$ cat src/rtl/div_pkg.sv
// Shared types and sizing helpers for the sequential divider.
package div_pkg;

    typedef enum logic [1:0] {
        IDLE = 2'd0,
        ITER = 2'd1,
        FIX  = 2'd2,
        DONE = 2'd3
    } div_state_e;

    // Bits needed to hold an iteration count from 0 up to width.
    function automatic int unsigned cnt_width(input int unsigned width);
        return $clog2(width + 1);
    endfunction

endpackage

$ cat src/rtl/div_nr_step.sv
// One combinational non-restoring division step on the {A,Q} pair.
module div_nr_step #(
    parameter int unsigned WIDTH = 32
) (
    input  logic [WIDTH:0]   i_a,
    input  logic [WIDTH-1:0] i_q,
    input  logic [WIDTH-1:0] i_m,
    output logic [WIDTH:0]   o_a,
    output logic [WIDTH-1:0] o_q
);

    logic [WIDTH:0] w_a_sh;
    logic [WIDTH:0] w_m;
    logic [WIDTH:0] w_a_nxt;

    assign w_a_sh = {i_a[WIDTH-1:0], i_q[WIDTH-1]};
    assign w_m    = {1'b0, i_m};

    // Negative partial remainder adds the divisor back, otherwise subtract.
    always_comb begin
        w_a_nxt = w_a_sh - w_m;
        if (i_a[WIDTH]) begin
            w_a_nxt = w_a_sh + w_m;
        end
    end

    assign o_a = w_a_nxt;
    assign o_q = {i_q[WIDTH-2:0], ~w_a_nxt[WIDTH]};

endmodule

$ cat src/rtl/seq_divide.sv
// Multi-cycle signed/unsigned non-restoring divider with start/done handshake.
module seq_divide
    import div_pkg::*;
#(
    parameter int unsigned WIDTH = 32
) (
    input  logic               clk,
    input  logic               rst_n,
    input  logic               start,
    input  logic               signed_mode,
    input  logic [WIDTH-1:0]   dividend,
    input  logic [WIDTH-1:0]   divisor,
    output logic               busy,
    output logic               done,
    output logic               div_by_zero,
    output logic [WIDTH-1:0]   quotient,
    output logic [WIDTH-1:0]   remainder,
    output logic [2*WIDTH-1:0] result
);

    localparam int unsigned CW = cnt_width(WIDTH);

    div_state_e       r_state;
    div_state_e       w_state_nxt;
    logic             w_accept;
    logic             w_zero;

    logic [CW-1:0]    r_cnt;
    logic [WIDTH:0]   r_a;
    logic [WIDTH-1:0] r_q;
    logic [WIDTH-1:0] r_m;
    logic             r_neg_q;
    logic             r_neg_r;

    logic             r_busy;
    logic             r_done;
    logic             r_dbz;
    logic [WIDTH-1:0] r_quo;
    logic [WIDTH-1:0] r_rem;

    logic [WIDTH:0]   w_step_a;
    logic [WIDTH-1:0] w_step_q;
    logic [WIDTH-1:0] w_dd_mag;
    logic [WIDTH-1:0] w_dv_mag;
    logic [WIDTH-1:0] w_rem_mag;
    logic [WIDTH-1:0] w_quo_fix;
    logic [WIDTH-1:0] w_rem_fix;

    div_nr_step #(
        .WIDTH (WIDTH)
    ) u_step (
        .i_a (r_a),
        .i_q (r_q),
        .i_m (r_m),
        .o_a (w_step_a),
        .o_q (w_step_q)
    );

    // Operand magnitudes; the most-negative pattern maps onto itself as an unsigned value.
    assign w_dd_mag = (signed_mode && dividend[WIDTH-1]) ? -dividend : dividend;
    assign w_dv_mag = (signed_mode && divisor[WIDTH-1])  ? -divisor  : divisor;

    // Final restore and sign correction; low WIDTH bits suffice for the restored remainder.
    assign w_rem_mag = r_a[WIDTH] ? (r_a[WIDTH-1:0] + r_m) : r_a[WIDTH-1:0];
    assign w_quo_fix = r_neg_q ? -r_q : r_q;
    assign w_rem_fix = r_neg_r ? -w_rem_mag : w_rem_mag;

    // State register.
    always_ff @(posedge clk or negedge rst_n) begin
        if (!rst_n) begin
            r_state <= IDLE;
        end else begin
            r_state <= w_state_nxt;
        end
    end

    // Next-state logic and accept strobes.
    always_comb begin
        w_state_nxt = r_state;
        w_accept    = 1'b0;
        w_zero      = 1'b0;
        case (r_state)
            IDLE, DONE: begin
                w_state_nxt = IDLE;
                if (start) begin
                    if (divisor == '0) begin
                        w_zero      = 1'b1;
                        w_state_nxt = DONE;
                    end else begin
                        w_accept    = 1'b1;
                        w_state_nxt = ITER;
                    end
                end
            end
            ITER: begin
                if (r_cnt == CW'(1)) begin
                    w_state_nxt = FIX;
                end
            end
            FIX: begin
                w_state_nxt = DONE;
            end
            default: begin
                w_state_nxt = IDLE;
            end
        endcase
    end

    // Iteration datapath: operand capture and one quotient bit per ITER cycle.
    always_ff @(posedge clk or negedge rst_n) begin
        if (!rst_n) begin
            r_cnt   <= '0;
            r_a     <= '0;
            r_q     <= '0;
            r_m     <= '0;
            r_neg_q <= 1'b0;
            r_neg_r <= 1'b0;
        end else if (w_accept) begin
            r_cnt   <= CW'(WIDTH);
            r_a     <= '0;
            r_q     <= w_dd_mag;
            r_m     <= w_dv_mag;
            r_neg_q <= signed_mode & (dividend[WIDTH-1] ^ divisor[WIDTH-1]);
            r_neg_r <= signed_mode & dividend[WIDTH-1];
        end else if (r_state == ITER) begin
            r_cnt   <= r_cnt - CW'(1);
            r_a     <= w_step_a;
            r_q     <= w_step_q;
        end
    end

    // Handshake and result registers; results hold until the next completion.
    always_ff @(posedge clk or negedge rst_n) begin
        if (!rst_n) begin
            r_busy <= 1'b0;
            r_done <= 1'b0;
            r_dbz  <= 1'b0;
            r_quo  <= '0;
            r_rem  <= '0;
        end else begin
            r_busy <= (w_state_nxt == ITER) || (w_state_nxt == FIX);
            r_done <= (w_state_nxt == DONE);
            if (w_zero) begin
                r_dbz <= 1'b1;
                r_quo <= '1;
                r_rem <= dividend;
            end else if (r_state == FIX) begin
                r_dbz <= 1'b0;
                r_quo <= w_quo_fix;
                r_rem <= w_rem_fix;
            end
        end
    end

    assign busy        = r_busy;
    assign done        = r_done;
    assign div_by_zero = r_dbz;
    assign quotient    = r_quo;
    assign remainder   = r_rem;
    assign result      = {r_rem, r_quo};

endmodule

$ cat config.mk
export PLATFORM = sky130hd
export DESIGN_NAME = seq_divide
export DESIGN_NICKNAME = d
export VERILOG_FILES = /design/src/rtl/div_pkg.sv /design/src/rtl/div_nr_step.sv /design/src/rtl/seq_divide.sv
export SDC_FILE = /design/constraint.sdc
export NUM_CORES = 1
export LEC_CHECK = 0
export ABC_AREA = 1
export CAP_MARGIN = 20
export CORE_UTILIZATION = 50
export CTS_BUF_LIST = sky130_fd_sc_hd__clkbuf_8 sky130_fd_sc_hd__clkbuf_16
export CTS_CLUSTER_DIAMETER = 80
export DETAILED_ROUTE_END_ITERATION = 10
export PLACE_DENSITY = 0.78
export RECOVER_POWER = 50
export SLEW_MARGIN = 10
export SYNTH_ARGS = -nofsm -noshare
export SYNTH_HDL_FRONTEND = slang
export SYNTH_SLANG_ARGS = --single-unit
$ cat constraint.sdc
create_clock -name clk -period 5.6 [get_ports clk]
set_input_delay 1.12 -clock clk [delete_from_list [all_inputs] [get_ports clk]]
set_output_delay 1.12 -clock clk [all_outputs]
set_load 0.05 [all_outputs]
==> results by group <==
Pwr
  – Maximum vdd ir drop: 0.271 mV
  – Pwr/cell area: 567 nW/µm²
  – P_leak: 8.80 nW

Floorplan
  – Top Ports: around 200
  – Die span in y: roughly 180 µm
  – Initial core utilization: 0.508
  – Core area: approximately 30000 µm²
  – Row count: 64
  – Chip Width: roughly 180 µm
  – Die ar.: 31800 µm²

Global route
  – Vias in the first global route: about 15000
  – GRT Util Overall: 0.330
  – Initial antenna violation count: 1
  – Largest net degree at the start of global routing: 95
  – Grt ovf: 0
  – Global-route wire length before repair: just over 80 mm

STA
  – Final Cycle Share: 0.781
  – RSZ-0062 raised after global routing: no
  – Setup TNS Final: 0 ps
  – Worst hold slack: about 510 ps
  – Worst-margin pin slew: 2520 ps
  – Minimum clock period: 4370 ps
  – Final setup violation count: 0
  – Hold Fails Final Rpt: 0
  – Worst rel slew slack: -0.678
  – Fmax: between 200 and 250 MHz
  – Fin. max-slew vios: 95
  – Clock skew: 20.3 ps

Job
  – # Max-Cap Violations: 1

Critical path
  – Buf/Inv on CP: 2
  – Reg-to-Reg End: r_a[19]
  – Crit path max-delay family: compound AO/OA/AOI/OAI gates
  – CP max FO: 59
  – CP Capture Type: register
  – CP required: a little under 6000 ps
  – Critical path, cell by cell: buf_4 > nor2_1 > xor2_1 > ha_1 > a21oi_1 > nand2_1 > a21oi_1 > o21ai_1 > a21boi_0 > inv_1 > nand2_1 > nand2_1 > a21boi_1 > xor2_1 > o31ai_1
  – Reg2reg path depth: 15
  – R2r setup slk: 1230 ps
  – Crit path launch type: register
  – CP max-delay cell: a21boi_0
  – Arr. time, crit path: around 4700 ps
  – R2r startpoint: r_a[32]
  – CP peak stage delay: 660 ps
  – Kind of critical path: reg2reg
  – Cell mode on critical path: nand2_1

Yosys
  – Area share of the largest cell type after synthesis: 0.280
  – Largest family of logic cells by synthesized area: simple AND/OR/NAND/NOR gates
  – Top FF cell, synth: dfrtp_1
  – Mux cell area share after synthesis: 0
  – Avg Cell Area, Syn: between 6 and 7 µm²
  – Post-Synth Simple-Gate Area: 0.312
  – Post-synthesis compound-gate area fraction: 0.141
  – Number of synthesized flops with an enable pin: 0
  – Synth cell count leaders: 676 x nand2_1, 293 x inv_1, 255 x nor2_1, 174 x dfrtp_1, 139 x o21ai_0
  – Post-Synthesis Cells: roughly 2400
  – Register area share after synthesis: 0.280
  – Synth area leader: dfrtp_1
  – Synth Cell Area: about 16000 µm²
  – Post-synthesis adder-cell area fraction: 0.0613
  – Xor/xnor cell area share of the yosys netlist: 0.0845
  – Synthesis Warnings: 0
  – Post-Syn Nets: around 2500
  – Most common cell in the netlist: nand2_1
  – Top cells by area, synth: dfrtp_1 28%, nand2_1 16%, inv_1 7.1%
  – Fraction of registers with async set/reset: 1.00
  – Distinct cells, synth: 50
  – #FFs+latches synth: between 150 and 200

Run status
  – Outcome: finished with violations
  – Failing checks: max-capacitance violations, max-slew violations

CTS
  – H-tree depth: 4
  – Post-CTS Setup Repair Bufs: 0
  – CTS buffer count: 17
  – Worst-skew pair later-pin latency: ~460 ps
  – Root buffer cell: clkbuf_16
  – PostCTS Resize Cnt: 0
  – Reg clk slew, reported paths: around 90 ps
  – Clk sinks: 174
  – CTS tree: done
  – Hold_buf cts: 0
  – Maximum clock insertion buffer count: 2

Drt
  – Drt via density: approximately 5.7
  – DR WL/cell: around 18 µm
  – Antenna Nets Post-Route: 0
  – Vias: around 17000
  – DRT iter0 DRCs: approximately 1800
  – Final wirelength: 52.2 mm
  – Drt first pass iters: 8
  – Final routed DRC violation total: 0

Placement
  – Placed Cells incl. Taps: around 2900
  – Port bufs: between 150 and 200
  – DP HPWL: 41.2 mm
  – Gpl congestion: 1.03

Worst hold path
  – Worst hold stages: 2
  – Worst Hold Endpoint: remainder[24]
  – HP Class: reg2reg
  – Hold_sp: remainder[24]

Finish
  – Area Growth Syn to Fin: 15.7%
  – Multi-input logic area: approximately 9300 µm²
  – Post-route insts no fill: slightly below 3000
  – Fin nets: 2632
  – Fill cell count: just under 3000
  – Storage cell area: ~4400 µm²
  – Share of cells above drive strength 1: 0.0320
  – Layout Utilization: 0.588
  – Antenna Cells: 0
==> worst reg2reg max path, delay by kind of cell, from the launching register on <==
kind            cells  cell delay (ps)
compound gates      6             1880
xor+xnor            2              490
fa+ha+maj           1              340
buf+inv             2              670
flops               1              370
simple gates        4              500
==> sequential cells by signal, summed over array words and instances, names as in the netlist, 2 cells and up <==
signal     count
r_a           33
quotient      32
r_m           32
r_q           32
remainder     32
r_cnt          6
r_state        2
==> worst max path at each step <==
stage	startpoint	to	slack [ps]	depth (start not counted)
finish	r_a[32]	r_a[19]	1230	15
global route	r_m[2]	r_a[31]	960	22
CTS	r_a[32]	r_a[19]	1340	16
detailed placement	divisor[0]	r_q[0]	950	17
global placement	divisor[1]	r_m[0]	940	16
floorplan	r_a[32]	r_a[18]	1680	22
==> final cells by class <==
cell class / count / area share
Multi-Input combinational cell: 1782 / 0.517
Clock buffer: 17 / 0.0236
Clock inverter: 15 / 0.0108
Tap cell: 396 / 0.0275
Sequential cell: 174 / 0.242
Inverter: 301 / 0.0628
Timing Repair Buffer: 213 / 0.116
==> logic make-up after synthesis <==
kind of cell             Yosys count
adder cells (fa/ha/maj)           75
XOR/XNOR                         150
buffers and inverters            427
AO/OA/AOI/OAI                    382
flip-flops                       174
AND/OR/NAND/NOR                 1175
==> cell usage in the layout (no fill, tap or decap), types with 5 or more instances in the layout <==
| master | instances |
|---|---|
| inv_1 | 293 |
| ha_1 | 73 |
| o22ai_1 | 8 |
| nor4_1 | 14 |
| nand3_1 | 131 |
| xnor2_1 | 49 |
| nand2_1 | 676 |
| o21ai_0 | 139 |
| inv_2 | 5 |
| xor2_1 | 101 |
| dfrtp_1 | 174 |
| or2_2 | 5 |
| a21oi_1 | 126 |
| o211ai_1 | 14 |
| clkbuf_16 | 17 |
| o21ai_1 | 22 |
| buf_4 | 14 |
| a31oi_1 | 10 |
| nand4_1 | 30 |
| dlygate4sd3_1 | 65 |
| nor2_1 | 255 |
| o221ai_1 | 35 |
| nor3_1 | 34 |
| nor2_2 | 6 |
| clkdlybuf4s50_1 | 132 |
| nand2_2 | 6 |
==> per-stage QoR <==
step / power [mW] / setup WS, ps / area [µm²]
after CTS: 10.1 / 1340 / 18000
after global routing: 10.9 / 960 / 18000
after detailed placement: 8.83 / 946 / 17400
final: 10.2 / 1230 / 18000
after global placement: 8.71 / 941 / 17400
after floorplan: 7.03 / 1680 / 15600
==> power breakdown <==
group	internal (mW)	total, mW	leakage (nW)	switching, mW
Clock	0.650	1.30	0.303	0.649
Sequential	1.66	2.21	2.01	0.547
Combinational	2.15	6.70	6.49	4.55
Total	4.46	10.2	8.80	5.75
==> routing by layer <==
metal  routed length, µm  vias to the layer above  track usage
met5                  10                        -            0
met4                1670                        2        0.122
met3                5350                      115       0.0646
met2               23300                      885        0.517
met1               21900                     7640        0.450
li1                    -                     7883            -
Note: power is estimated with default switching activity, not from simulation.
